[src/rtl/mem_stage.sv]
// MEM pipeline stage: holds one instruction, waits for load data from the data SRAM,
// extracts/extends the loaded byte/half/word and hands the result to WB.
module mem_stage (
  input  logic        clk,
  input  logic        reset,
  input  logic        ex_to_mem_valid,
  output logic        mem_allowin,
  input  logic [31:0] ex_pc,
  input  logic [41:0] ex_mem_zip,
  input  logic        data_sram_data_ok,
  input  logic [31:0] data_sram_rdata,
  input  logic        wb_allowin,
  output logic        mem_to_wb_valid,
  output logic [31:0] mem_pc,
  output logic [37:0] mem_rf_zip,
  output logic [37:0] mem_fwd_zip,
  output logic        mem_ld_block
);

  typedef enum logic [1:0] {S_IDLE, S_WAIT, S_HOLD} state_t;

  state_t      state;
  state_t      state_next;
  logic [41:0] zip;
  logic [31:0] ld_buf;

  logic        mem_valid;
  logic        mem_ready_go;
  logic        accept;
  logic        res_from_mem;
  logic [2:0]  ld_op;
  logic        rf_we;
  logic [4:0]  rf_waddr;
  logic [31:0] alu_result;
  logic [7:0]  ld_byte;
  logic [15:0] ld_half;
  logic [31:0] ld_data;
  logic [31:0] rf_wdata;

  assign res_from_mem = zip[41];
  assign ld_op        = zip[40:38];
  assign rf_we        = zip[37];
  assign rf_waddr     = zip[36:32];
  assign alu_result   = zip[31:0];

  always_ff @(posedge clk or posedge reset) begin
    if (reset) state <= S_IDLE;
    else       state <= state_next;
  end

  // A new accept always wins; otherwise drain to IDLE on handoff, or park
  // in HOLD when load data arrives while WB is stalled.
  always_comb begin
    state_next = state;
    if (accept) begin
      state_next = ex_mem_zip[41] ? S_WAIT : S_HOLD;
    end else begin
      case (state)
        S_WAIT: if (data_sram_data_ok) state_next = wb_allowin ? S_IDLE : S_HOLD;
        S_HOLD: if (wb_allowin) state_next = S_IDLE;
        default: state_next = S_IDLE;
      endcase
    end
  end

  always_comb begin
    mem_valid       = (state != S_IDLE);
    mem_ready_go    = (state == S_HOLD) || ((state == S_WAIT) && data_sram_data_ok);
    mem_to_wb_valid = mem_valid & mem_ready_go;
    mem_allowin     = ~mem_valid | (mem_ready_go & wb_allowin);
    accept          = ex_to_mem_valid & mem_allowin;
    mem_ld_block    = mem_valid & res_from_mem & ~mem_ready_go;
  end

  always_ff @(posedge clk or posedge reset) begin
    if (reset) begin
      mem_pc <= 32'd0;
      zip    <= 42'd0;
    end else if (accept) begin
      mem_pc <= ex_pc;
      zip    <= ex_mem_zip;
    end
  end

  // Load data arriving while WB stalls must survive rdata changing afterwards.
  always_ff @(posedge clk or posedge reset) begin
    if (reset) begin
      ld_buf <= 32'd0;
    end else if ((state == S_WAIT) && data_sram_data_ok && !wb_allowin) begin
      ld_buf <= ld_data;
    end
  end

  always_comb begin
    case (alu_result[1:0])
      2'd0:    ld_byte = data_sram_rdata[7:0];
      2'd1:    ld_byte = data_sram_rdata[15:8];
      2'd2:    ld_byte = data_sram_rdata[23:16];
      default: ld_byte = data_sram_rdata[31:24];
    endcase
    ld_half = alu_result[1] ? data_sram_rdata[31:16] : data_sram_rdata[15:0];
    case (ld_op)
      3'b001:  ld_data = {{24{ld_byte[7]}}, ld_byte};
      3'b010:  ld_data = {{16{ld_half[15]}}, ld_half};
      3'b011:  ld_data = {24'd0, ld_byte};
      3'b100:  ld_data = {16'd0, ld_half};
      default: ld_data = data_sram_rdata;
    endcase
  end

  always_comb begin
    if (!res_from_mem)        rf_wdata = alu_result;
    else if (state == S_HOLD) rf_wdata = ld_buf;
    else                      rf_wdata = ld_data;
    mem_rf_zip  = {rf_we, rf_waddr, rf_wdata};
    mem_fwd_zip = {mem_valid & rf_we, rf_waddr, rf_wdata};
  end

endmodule

[config.mk]
export PLATFORM = sky130hd
export DESIGN_NAME = mem_stage
export DESIGN_NICKNAME = d
export VERILOG_FILES = /design/src/rtl/mem_stage.sv
export SDC_FILE = /design/constraint.sdc
export NUM_CORES = 1
export LEC_CHECK = 0
export BUFFER_PORTS_ARGS = -buffer_cell sky130_fd_sc_hd__buf_2
export CAP_MARGIN = 20
export CORE_MARGIN = 2
export CORE_UTILIZATION = 35
export CTS_CLUSTER_DIAMETER = 120
export DETAILED_ROUTE_END_ITERATION = 12
export RECOVER_POWER = 100
export SYNTH_ARGS = -nofsm -noshare
export SYNTH_HDL_FRONTEND = slang
export SYNTH_SLANG_ARGS = --single-unit
[constraint.sdc]
create_clock -name clk -period 4.34 [get_ports clk]
set_input_delay 0.868 -clock clk [delete_from_list [all_inputs] [get_ports clk]]
set_output_delay 0.868 -clock clk [all_outputs]
set_load 0.05 [all_outputs]
==> summary.md <==
| Metric | Value |
|---|---|
| Status | `finished with violations` |
| Violated checks | `max-capacitance violations, max-slew violations` |
| Share of layout cells above drive strength 1 | `22.7%` |
| Peak Freq | `255 MHz` |
| Comb power frac | `52.1%` |
| Initial Util | `35.9%` |
| Final Skew | `0.00825 ns` |
| Grt met3 use | `4.94%` |
| Antenna-violating nets left | `0` |
| Clk buf depth | `2` |
| Clock slew seen by the registers of the worst setup and hold paths | `0.07 ns` |
| Sequential standard cell area | `0.00270 mm²` |
| Row count | `46` |
| Crit Path Max Fanout | `25` |
| Top post-synthesis cells by area | `dfrtp_1 47%, mux2_1 14%, buf_4 6.3%` |
| Final wirelength | `16500 µm` |
| RSZ-0062 raised after global routing | `false` |
| CP endpoint kind | `output pin` |
| Count of cell types in the netlist | `just under 50` |
| Sw frac | `51.6%` |
| Async S/R FF share, synth | `100%` |
| Seq pwr share | `between 20% and 30%` |
| Fin. Hold Viols | `0` |
| Most frequent cell after synthesis | `dfrtp_1` |
| Die height | `132 µm` |
| Commonest cells in the netlist | `108 x dfrtp_1, 73 x mux2_1, 48 x buf_4` |
| DRC viols | `0` |
| Slowest-stage cell, CP | `dfrtp_1` |
| Drt pass-1 iters | `4` |
| Synth Register Bits | `108` |
| Nets@finish | `just under 800` |
| Register area share after synthesis | `47.4%` |
| HPWL Detailed | `12400 µm` |
| Fin util | `43.2%` |
| Setup-failing EPs final | `0` |
| Worst path cell trace | `o21a_1, clkbuf_1, a211oi_1, a21oi_1, clkbuf_1` |
| Final worst-path cycle share | `approximately 90%` |
| Clock latency on the worst-skew pair | `0.35 ns` |
| Final period demand of the worst path | `between 3 and 4 ns` |
| CP startpoint kind | `flip-flop` |
| Mean Syn Cell Area | `11.1 µm²` |
| Die area | `0.0173 mm²` |
| Leak | `2.95 nW` |
| EDFF count, synth | `0` |
| Iter 0 DRT Violations | `253` |
| Final setup TNS | `0 ns` |
| Dpl cell area | `roughly 0.0067 mm²` |
| Filler cells | `1624` |
| Syn Nets | `627` |
| Critical path class | `reg2out` |
| Arrival @ worst endpoint | `3.06 ns` |
| Footprint of the multi-input gates | `0.00247 mm²` |
| Clk sink count | `108` |
| Htree depth | `3` |
| Post-CTS sizing | `0` |
| Clock root buffer | `clkbuf_16` |
| Pint | `2.47 mW` |
| Total CTS buffers | `9` |
| Largest net degree at the start of global routing | `76` |
| First-pass GRT wire length | `26200 µm` |
| Clk pwr share | `18.0%` |
| Core Area | `around 0.016 mm²` |
| CTS tree | `built` |
| Post-CTS Setup Bufs | `0` |
| Yosys warns | `0` |
| Area growth, synth to finish | `20.3%` |
| PwrDens | `745 mW/mm²` |
| Pre-CTS setup slack | `0.840 ns` |
| Port bufs | `221` |
| GR Util met2 | `around 33%` |
| Routed len/inst | `~18 µm` |
| Critical Path RT | `3.47 ns` |
| Tightest Pin Transition | `2.58 ns` |
| RePlAce Congestion | `0.850` |
| Gr busiest metal | `met2` |
| Gr usage total | `a little under a fifth` |
| Yosys top cell area share | `between 40% and 50%` |
| Met1 GRT Util | `around 24%` |
| Mapped Area | `0.00570 mm²` |
| Mapped Cells | `516` |
| Final Max Slew Viols | `68` |
| Vias | `~4700` |
| Yosys top cell by area | `dfrtp_1` |
| Worst vdd ir | `0.325 mV` |
| Final Cell Area | `just under 0.007 mm²` |
| Initial antenna violation count | `2` |
| Prevailing post-synth register cell | `dfrtp_1` |
| Most used cell, CP | `clkbuf_1` |
| Hold buffers post-CTS | `0` |
| Worst path max stage delay | `0.87 ns` |
| Power, Total | `between 5 and 6 mW` |
| Vias/cell | `5.19` |
| Vias in the first global route | `4837` |
| Max Cap Viol | `1` |
| Final Worst Setup Slack | `0.414 ns` |
| Sw power | `2.64 mW` |
| Total gr overflow | `0` |
| Ports | `222` |
| Die X | `132 µm` |
| Max transition margin | `-72.4%` |
| Hold Crit Class | `reg2reg` |
-- layer usage --
| layer | part of all wire (%) | routed length [µm] |
|---|---|---|
| met4 | 2.0 | 337 |
| met2 | 50 | 8220 |
| met1 | 42 | 7000 |
| met5 | 0.079 | 13 |
| met3 | 5.6 | 930 |
-- power groups by stage --
stage | logic (mW) | clock network [mW] | registers (mW)
6_report | 2.66 | 0.921 | 1.53
5_1_grt | 2.81 | 0.995 | 1.57
4_1_cts | 2.78 | 0.949 | 1.53
3_5_place_dp | 2.78 | 0 | 1.55
3_3_place_gp | 2.74 | 0 | 1.53
2_1_floorplan | 2.17 | 0 | 1.70
-- stage by stage --
stage | std cells | hold slack (ns)
finish | 905 | 0.492
global route | 905 | 0.516
CTS | 903 | 0.497
detailed placement | 888 | 0.480
global placement | 887 | 0.469
floorplan | 516 | 0.456
-- logic make-up (layout without fill, tap and decap cells) --
kind of cell    after synthesis  after routing  share of synthesized area (%)
flops                       108            108                           47.4
simple gates                 87             87                           7.98
compound gates              146            146                           17.5
mux                          91             91                           17.8
xor+xnor                      1              1                          0.154
buf+inv                      83            255                           9.19
other cells                   0              1                              0
-- sequential cells by signal, indices dropped and copies added (netlist names) --
register	flops
mem_pc	32
ld_buf	32
zip	42
state	2
-- cells in the final DEF, fill, tap and decap left out, types with 15 or more instances in the layout --
cell,count
buf_2,111
nand2_1,37
clkbuf_1,110
mux2_1,73
o22ai_1,29
mux2i_1,17
o22a_1,15
dfrtp_1,108
a21oi_1,30
nor2_1,22
-- area by class of cell --
type | count | share of cell area, %
well taps | 216 | 3.94
repair buffers | 234 | 15.5
flip-flops and latches | 108 | 39.4
inverters | 6 | 0.328
diodes | 1 | 0.0365
clock buffers | 11 | 3.68
clock inverters | 4 | 1.13
multi-input cells | 325 | 36.0
-- path summary, 6_finish.rpt --
path | depth (start not counted) | end | start | slack [ns]
max | 5 | mem_rf_zip[0] | zip[38]$_DFFE_PP0P_ | 0.41
min | 2 | ld_buf[7]$_DFFE_PP0P_ | ld_buf[7]$_DFFE_PP0P_ | 0.49
max reg2reg | 5 | zip[15]$_DFFE_PP0P_ | state[1]$_DFFE_PP0P_ | 0.86
min reg2reg | 2 | ld_buf[7]$_DFFE_PP0P_ | ld_buf[7]$_DFFE_PP0P_ | 0.49
max in group asynchronous | 3 | zip[26]$_DFFE_PP0P_ | reset | 1.26
min in group asynchronous | 2 | mem_pc[14]$_DFFE_PP0P_ | reset | 1.42
-- worst max-delay path, delay by kind of cell, from the launching register on --
family	cells	cell delay [ns]
buffers and inverters	2	1.02
DFF	1	0.87
AOI/OAI and AO/OA	3	0.80
Note: power is estimated with default switching activity, not from simulation.
